`config.mk`:
```
export PLATFORM = sky130hd
export DESIGN_NAME = block_probe_flat
export DESIGN_NICKNAME = d
export VERILOG_FILES = /design/src/rtl/block_probe_pkg.sv /design/src/rtl/block_probe_if.sv /design/src/rtl/probe_valid_pipe.sv /design/src/rtl/block_probe.sv /design/src/flat_wrapper.sv
export SDC_FILE = /design/constraint.sdc
export NUM_CORES = 1
export LEC_CHECK = 0
export ABC_AREA = 0
export CAP_MARGIN = 20
export CORE_UTILIZATION = 50
export CTS_CLUSTER_DIAMETER = 150
export DETAILED_ROUTE_END_ITERATION = 7
export HOLD_SLACK_MARGIN = 0.08
export PLACE_DENSITY = 0.76
export SKIP_LAST_GASP = 1
export SYNTH_ARGS = -nofsm -noshare
export SYNTH_HDL_FRONTEND = slang
export SYNTH_SLANG_ARGS = --single-unit
```
`constraint.sdc`:
```
create_clock -name clk -period 10.75 [get_ports clk]
set_input_delay 1.6125 -clock clk [delete_from_list [all_inputs] [get_ports clk]]
set_output_delay 1.6125 -clock clk [all_outputs]
set_load 0.05 [all_outputs]
```
`src/rtl/block_probe_pkg.sv`:
```
// rtl/block_probe_pkg.sv - shared framebuffer constants, probe state encoding and address mapping
package block_probe_pkg;

    typedef enum logic [1:0] {
        ST_IDLE  = 2'd0,
        ST_ISSUE = 2'd1,
        ST_DRAIN = 2'd2,
        ST_DONE  = 2'd3
    } state_t;

    localparam int          FB_W   = 160;
    localparam int          FB_H   = 120;
    localparam int          ADDR_W = 15;
    localparam logic [2:0]  FB_BG  = 3'b000;

    // y*160 + x as two shifts and an add; also used by the VGA adapter wrapper
    function automatic logic [ADDR_W-1:0] fb_addr(input logic [8:0] x, input logic [7:0] y);
        logic [ADDR_W-1:0] yy;
        yy = {7'd0, y};
        return (yy << 7) + (yy << 5) + {6'd0, x};
    endfunction

endpackage

```
`src/rtl/block_probe_if.sv`:
```
// rtl/block_probe_if.sv - framebuffer read port between the probe and the VGA adapter memory
interface block_probe_if;
    import block_probe_pkg::*;

    logic              rd_en;
    logic [ADDR_W-1:0] rd_addr;
    logic [2:0]        rd_data;

    modport master (output rd_en, output rd_addr, input rd_data);
    modport slave  (input rd_en, input rd_addr, output rd_data);

endinterface

```
`src/rtl/probe_valid_pipe.sv`:
```
// rtl/probe_valid_pipe.sv - DEPTH-deep shift register tracking which read slots carry real data
module probe_valid_pipe #(
    parameter int DEPTH = 1
) (
    input  logic clk,
    input  logic resetn,
    input  logic in_valid,
    output logic out_valid
);

    logic [DEPTH-1:0] sr;

    generate
        if (DEPTH == 1) begin : g_one
            always_ff @(posedge clk) begin
                if (!resetn) sr <= '0;
                else         sr <= in_valid;
            end
        end else begin : g_many
            always_ff @(posedge clk) begin
                if (!resetn) sr <= '0;
                else         sr <= {sr[DEPTH-2:0], in_valid};
            end
        end
    endgenerate

    assign out_valid = sr[DEPTH-1];

endmodule

```
`src/rtl/block_probe.sv`:
```
// rtl/block_probe.sv - reads a BLK_W x BLK_H framebuffer region back and reports non-background pixels
module block_probe
    import block_probe_pkg::*;
#(
    parameter int         BLK_W     = 2,
    parameter int         BLK_H     = 4,
    parameter int         SCR_W     = FB_W,
    parameter int         SCR_H     = FB_H,
    parameter int         MEM_LAT   = 1,
    parameter logic [2:0] BG_COLOUR = FB_BG
) (
    input  logic          clk,
    input  logic          resetn,
    input  logic          go,
    input  logic [7:0]    x_in,
    input  logic [6:0]    y_in,
    block_probe_if.master fb,
    output logic          busy,
    output logic          done,
    output logic          hit,
    output logic [3:0]    hit_count,
    output logic [2:0]    hit_colour
);

    localparam int         NPIX   = BLK_W * BLK_H;
    localparam logic [3:0] P_LAST = 4'(NPIX - 1);
    localparam int         D_W    = (MEM_LAT > 1) ? $clog2(MEM_LAT) : 1;
    localparam logic [D_W-1:0] D_LAST = D_W'(MEM_LAT - 1);

    state_t            state, state_next;
    logic [3:0]        p;
    logic [D_W-1:0]    d;
    logic [7:0]        x_org;
    logic [6:0]        y_org;
    logic [8:0]        px;
    logic [7:0]        py;
    logic              in_bounds;
    logic              issue;
    logic [ADDR_W-1:0] addr_calc;
    logic [ADDR_W-1:0] addr_q;
    logic              slot_valid;

    always_comb begin
        px        = {1'b0, x_org} + 9'(32'(p) % BLK_W);
        py        = {1'b0, y_org} + 8'(32'(p) / BLK_W);
        in_bounds = (px < 9'(SCR_W)) && (py < 8'(SCR_H));
        issue     = (state == ST_ISSUE) && in_bounds;
        addr_calc = (SCR_W == FB_W) ? fb_addr(px, py)
                                    : ADDR_W'(32'(py) * SCR_W + 32'(px));
    end

    // off-screen slots leave the address bus parked on the last real read
    assign fb.rd_en   = issue;
    assign fb.rd_addr = issue ? addr_calc : addr_q;
    assign busy       = (state != ST_IDLE);
    assign done       = (state == ST_DONE);

    always_comb begin
        state_next = state;
        case (state)
            ST_IDLE:  if (go) state_next = ST_ISSUE;
            ST_ISSUE: if (p == P_LAST) state_next = ST_DRAIN;
            ST_DRAIN: if (d == D_LAST) state_next = ST_DONE;
            ST_DONE:  state_next = ST_IDLE;
            default:  state_next = ST_IDLE;
        endcase
    end

    always_ff @(posedge clk) begin
        if (!resetn) state <= ST_IDLE;
        else         state <= state_next;
    end

    always_ff @(posedge clk) begin
        if (!resetn) begin
            p          <= '0;
            d          <= '0;
            x_org      <= '0;
            y_org      <= '0;
            addr_q     <= '0;
            hit        <= 1'b0;
            hit_count  <= '0;
            hit_colour <= '0;
        end else begin
            if (issue) addr_q <= addr_calc;

            case (state)
                ST_IDLE: begin
                    if (go) begin
                        x_org <= x_in;
                        y_org <= y_in;
                        p     <= '0;
                        d     <= '0;
                    end
                end
                ST_ISSUE: p <= (p == P_LAST) ? 4'd0 : p + 4'd1;
                ST_DRAIN: d <= (d == D_LAST) ? '0 : d + D_W'(1);
                default: ;
            endcase

            if (state == ST_IDLE && go) begin
                hit        <= 1'b0;
                hit_count  <= '0;
                hit_colour <= '0;
            end else if (slot_valid && fb.rd_data != BG_COLOUR) begin
                hit       <= 1'b1;
                hit_count <= hit_count + 4'd1;
                if (!hit) hit_colour <= fb.rd_data;
            end
        end
    end

    probe_valid_pipe #(
        .DEPTH (MEM_LAT)
    ) u_valid_pipe (
        .clk       (clk),
        .resetn    (resetn),
        .in_valid  (issue),
        .out_valid (slot_valid)
    );

endmodule

```
`src/flat_wrapper.sv`:
```
// flat-port wrapper written by rule: the top's interface ports become plain ports
module block_probe_flat import block_probe_pkg::*;
#(
    parameter int         BLK_W     = 2,
    parameter int         BLK_H     = 4,
    parameter int         SCR_W     = FB_W,
    parameter int         SCR_H     = FB_H,
    parameter int         MEM_LAT   = 1,
    parameter logic [2:0] BG_COLOUR = FB_BG
)
  (clk, resetn, go, x_in, y_in, busy, done, hit, hit_count, hit_colour, fb_rd_en, fb_rd_addr, fb_rd_data);
  block_probe_if fb_i ();
  input  logic clk;
  input  logic resetn;
  input  logic go;
  input  logic [7:0] x_in;
  input  logic [6:0] y_in;
  output logic busy;
  output logic done;
  output logic hit;
  output logic [3:0] hit_count;
  output logic [2:0] hit_colour;
  output wire logic [$bits(fb_i.rd_en)-1:0] fb_rd_en;
  output wire logic [$bits(fb_i.rd_addr)-1:0] fb_rd_addr;
  input wire logic [$bits(fb_i.rd_data)-1:0] fb_rd_data;
  assign fb_rd_en = fb_i.rd_en;
  assign fb_rd_addr = fb_i.rd_addr;
  assign fb_i.rd_data = fb_rd_data;
  block_probe #(.BLK_W(BLK_W), .BLK_H(BLK_H), .SCR_W(SCR_W), .SCR_H(SCR_H), .MEM_LAT(MEM_LAT), .BG_COLOUR(BG_COLOUR)) u_core (.clk(clk), .resetn(resetn), .go(go), .x_in(x_in), .y_in(y_in), .fb(fb_i), .busy(busy), .done(done), .hit(hit), .hit_count(hit_count), .hit_colour(hit_colour));
endmodule
```
## Word-level counts from Yosys, hierarchy flattened

Index checks and enable logic that the tools add are counted.

- Input bits: 21
- Register bits: 46
- Output and inout port bits: 26
- Logic and storage cells: 54

- Equal/unequal tests: 7
- Bitwise logic cells: 2
- Reduce and logical (&&, ||, !) cells: 15
- Add/subtract/negate cells: 7
- Mux-type cells: 11
- Magnitude comparators: 2

Operators by type and width:

| kind | count |
|---|---|
| 15-bit by 13-bit adder with 15-bit output | 1 |
| 15-bit by 9-bit adder with 15-bit output | 1 |
| 15-bit two-way mux | 1 |
| 8-bit by 1-bit adder with 9-bit output | 1 |
| 9-bit by 8-bit less-than comparator with 1-bit output (second input constant) | 1 |
| 4-bit by 1-bit adder with 4-bit output (second input constant) | 2 |
| 7-bit by 3-bit adder with 8-bit output | 1 |
| 8-bit by 7-bit less-than comparator with 1-bit output (second input constant) | 1 |
| 4-bit two-way mux | 2 |
| 2-bit case mux with 4 select lines | 1 |
| 4-bit case mux with 2 select lines | 1 |
| 2-bit AND reduction | 4 |
| 2-bit two-way mux | 3 |
| 2-bit != test (second input constant) | 3 |
| 2-bit nonzero test | 3 |
| 2-bit equality test (second input constant) | 2 |
| 4-bit by 3-bit equality test with 1-bit output (second input constant) | 1 |
| 1-bit logical AND | 4 |
| 3-bit AND reduction | 1 |
| 3-bit nonzero test | 1 |
| 2-bit by 1-bit equality test with 1-bit output (second input constant) | 1 |
| 2-bit logical NOT | 1 |
| 1-bit two-way mux | 2 |
| 1-bit inverter | 2 |
| other kinds (3) | 3 |

## Depth between registers and ports, before layout

- Depth after elaboration: 5
- Gate-level depth with buffers: 13
- Depth with buffers taken out: 13

## Cells and area by module

Synthesis repeated with hierarchy kept, for this count alone.

- Cell total of the unflattened synthesis: 322
- Area total of the unflattened synthesis: 2657.5 µm²

By module, submodules not included:

| module | times used | area an instance (µm²) | seq. area each (µm²) | cells an instance |
|---|---|---|---|---|
| block_probe | 1 | 2631.3 | 880.8 | 320 |
| probe_valid_pipe | 1 | 26.3 | 20.0 | 2 |

## Least setup slack after synthesis

OpenSTA, ideal clock, no wires.

- Kind: flip-flop to output port
- From: register u_core.p[1]
- To: output fb_rd_addr[10]
- Path slack: 5.669 ns
- Cell stages (with the launch flop): 10
- Path buffers: 0
- Arrival time: 3.469 ns
- Cells stage by stage: dfxtp_1 -> ha_1 -> fa_1 -> xor2_1 -> fa_1 -> fa_1 -> a211oi_1 -> nor2_1 -> or4_1 -> nand2_1

- Longest elaborated chain between the ends: 5
- Elaborated cells between the ends (all ways): 7
- Classes of those cells: add/sub: 3; order compare: 1; mux: 1; reduce/logical: 2

Ends and longest elaborated chain:

| what | RTL line | RTL |
|---|---|---|
| from (decl) | block_probe.sv:31 | `logic [3:0] p;` |
| from (signal assigned) | block_probe.sv:96 | `ST_ISSUE: p <= (p == P_LAST) ? 4'd0 : p + 4'd1;` |
| 7-bit by 3-bit adder with 8-bit output * | block_probe.sv:45 | `py = {1'b0, y_org} + 8'(32'(p) / BLK_W);` |
| branches (longest 3 deep; another with 15-bit by 13-bit adder with 15-bit output) | - |  |
| 15-bit two-way mux * | block_probe.sv:54 | `assign fb.rd_addr = issue ? addr_calc : addr_q;` |
| to (decl) | flat_wrapper.sv:24 | `output wire logic [$bits(fb_i.rd_addr)-1:0] fb_rd_addr;` |

Every way passes the cells marked *.

## Final worst setup path

- From: register u_core.p[1]
- To: output fb_rd_addr[14]

Same word-level chain as after synthesis.

==> impl_results.md <==
- Min-Delay Path Class: flip-flop to flip-flop
- Crit path capture: fb_rd_addr[14]
- Worst R2R Start: u_core.p[1]
- Worst reg2reg endpoint: u_core.addr_q[14]
- #FFs+latches synth: 45
- Vias in the first global route: 2282
- Fin. Hold Viols: 0
- Post-route insts no fill: 433
- Via/cell ratio: 5.45
- Count of pins over their slew limit: 0
- R2r worst-path depth: 10
- Most frequent cells in the layout: nand2_1 (53), clkdlybuf4s50_1 (46), dfxtp_1 (45)
- Clk buf depth: 2
- Netlist Area Pre-Place: 0.00265 mm²
- Layout Nets: 411
- GRT overflow: 0
- # setup viols final: 0
- 1st-iter DRT viols: 132
- Die Ht: 74.9 µm
- Final Power: 0.874 mW
- Critical path peak fanout: 4
- Setup bufs post-CTS: 0
- Die W: 74.9 µm
- Final worst path period share: 0.577
- Area grow syn2layout: 21.9%
- H-tree Lvls: 2
- CTS Buf Count: 5
- Detail Route Antenna Nets: 0
- DR top layer: met4
- Total clock sinks: 45
- Fillers: 468
- Metal2 WL: 2.77 mm
- Critical path startpoint: u_core.p[1]
- Gate Count Post-Synth: 323
- Share of cells above drive strength 1: 0.0468
- Number of remaining DRC errors: 0
- Worst Path Arrival: 4.59 ns
- First drt pass iteration count: 4
- Total GRT Usage: 0.231
- Root Buffer: clkbuf_8
- Synth top area share: 0.339
- Pwr/cell area: 270 mW/mm²
- Most common cell after layout, fill and taps aside: nand2_1
- FMAX: 161 MHz
- CP Class: flip-flop to output pin
- CTS Hold Bufs: 0
- Seq/Total Area, Yosys: 0.339
- Worst reg-to-reg setup slack: 7.06 ns
- Synth unique cells: 47
- Inst Count DP: 425
- Most used DFF post-synth: dfxtp_1
- Ys Warns: 0
- Syn Area/Cell: 8.22 µm²
- Critical Path End Type: output pin
- Total number of vias: 2360
- Max cap viols: 0
- Final worst path period need: 6.20 ns
- Final wirelength: 5.73 mm
- CTS resizes: 0
- First-pass GRT wire length: 9.93 mm
- Outcome: finished, final reports clean
- Clock Latency Late Sink: 0.31 ns
- Critical path required time: 9.14 ns
- Cell Rows: 26
- RSZ-0062 raised after global routing: false
- DR WL/cell: 13.2 µm
- Port Buffers: 46
- Worst clock skew: 0.0101 ns
- Antenna cells: 0
- Ports: 47
- FFs w/ async S/R, synth: 0
- Clock-pin slew on the worst setup and hold paths: 0.08 ns
- Post-synth EDFFs: 0
- Worst slew pin tran: 1.06 ns
- Die area: 0.00560 mm²
- Worst setup SP type: flip-flop
- Met1 WL: 2.71 mm
- Post-DP HPWL: 4.28 mm
- Lkg Pwr: 1.37 nW
- Metal3 WL: 174 µm
- CORE AREA: 0.00511 mm²
- Antenna violations before repair: 0
- Syn_nets: 372
- Initial Util: 0.520
- Synth area leader: dfxtp_1
- GPL Wtd Cong: 0.852
- Largest net degree at the start of global routing: 37
- Top cells by area, synth: dfxtp_1 (34%), ha_1 (11%), a21oi_1 (7.5%), nand2_1 (7.5%), nor2_1 (3.4%)
- Max VDD drop: 0.159 mV
- Final setup TNS: 0 ns
- Worst slew margin: 0.289
- CTS tree: done
==> layer usage <==
layer,vias to the layer above,global-route usage
li1,1216,-
met1,1083,0.286
met2,52,0.392
met3,9,0.0509
met4,0,0.0860
met5,-,0
==> logic make-up (layout without fill, tap and decap cells) <==
kind of cell	count (synthesis)	after routing	synth area share
simple gates	127	127	0.221
compound gates	76	76	0.177
flops	45	45	0.339
fa+ha+maj	28	28	0.143
buf+inv	22	62	0.0321
xor+xnor	18	18	0.0594
mux	7	7	0.0273
==> report_power, final <==
group          switching [mW]  total [mW]  internal, mW
Combinational           0.357       0.535         0.179
Clock                  0.0604       0.106        0.0459
Sequential             0.0272       0.232         0.205
==> how the worst min path moves through the flow <==
stage	start	to	slack, ns	cells past startpoint
global placement	u_core.y_org[0]	u_core.y_org[0]	0.45	2
detailed placement	u_core.y_org[0]	u_core.y_org[0]	0.46	2
CTS	u_core.y_org[0]	u_core.y_org[0]	0.47	2
global route	u_core.y_org[0]	u_core.y_org[0]	0.50	2
floorplan	u_core.x_org[0]	u_core.x_org[0]	0.44	2
finish	u_core.y_org[0]	u_core.y_org[0]	0.47	2
==> Yosys cell counts, types with 3 or more instances <==
| cell type | number |
|---|---|
| nand4_1 | 5 |
| ha_1 | 24 |
| nand3_1 | 17 |
| xnor2_1 | 10 |
| a211oi_1 | 3 |
| a21oi_1 | 40 |
| inv_1 | 7 |
| clkbuf_1 | 10 |
| nor2_1 | 24 |
| nand2_1 | 53 |
| o21ai_0 | 16 |
| fa_1 | 4 |
| nor3_1 | 9 |
| xor2_1 | 8 |
| dfxtp_1 | 45 |
| mux2i_1 | 5 |
==> critical path: stages, from the launching register on <==
cell             delay, ns
dfxtp_1               0.34
ha_1                  0.22
fa_1                  0.50
xor2_1                0.29
fa_1                  0.52
fa_1                  0.50
a211oi_1              0.39
o21ai_0               0.19
a31o_2                0.27
a21oi_1               0.22
a21oi_1               0.10
clkdlybuf4s50_1       0.73
==> metrics by stage <==
stage / util / hold WS [ns] / setup slack (ns) / cell area (µm²)
after floorplan: - / 0.441 / 5.67 / 2650
after global placement: 0.616 / 0.449 / 5.03 / 3150
after global routing: 0.633 / 0.500 / 4.28 / 3230
after detailed placement: 0.616 / 0.458 / 4.93 / 3150
after CTS: 0.633 / 0.470 / 4.58 / 3230
final: 0.633 / 0.469 / 4.55 / 3230
==> flip-flops by register name, indices dropped and copies added, names as in the netlist <==
name                           count
u_core.x_org                       8
u_core.addr_q                     15
u_core.hit_colour                  3
u_core.p                           4
u_core.hit_count                   4
u_core.y_org                       7
u_core.u_valid_pipe.out_valid      1
u_core.hit                         1
u_core.state                       2
==> final cells by class <==
cell class	count	area (µm²)	area share
clock inverters	2	15.0	0.00464
repair buffers	46	460	0.142
clock buffers	6	72.6	0.0224
multi-input cells	256	1670	0.516
flip-flops and latches	45	901	0.279
inverters	8	30.0	0.00928
well taps	70	87.6	0.0271
No activity file was read; power rests on OpenSTA's default activity.
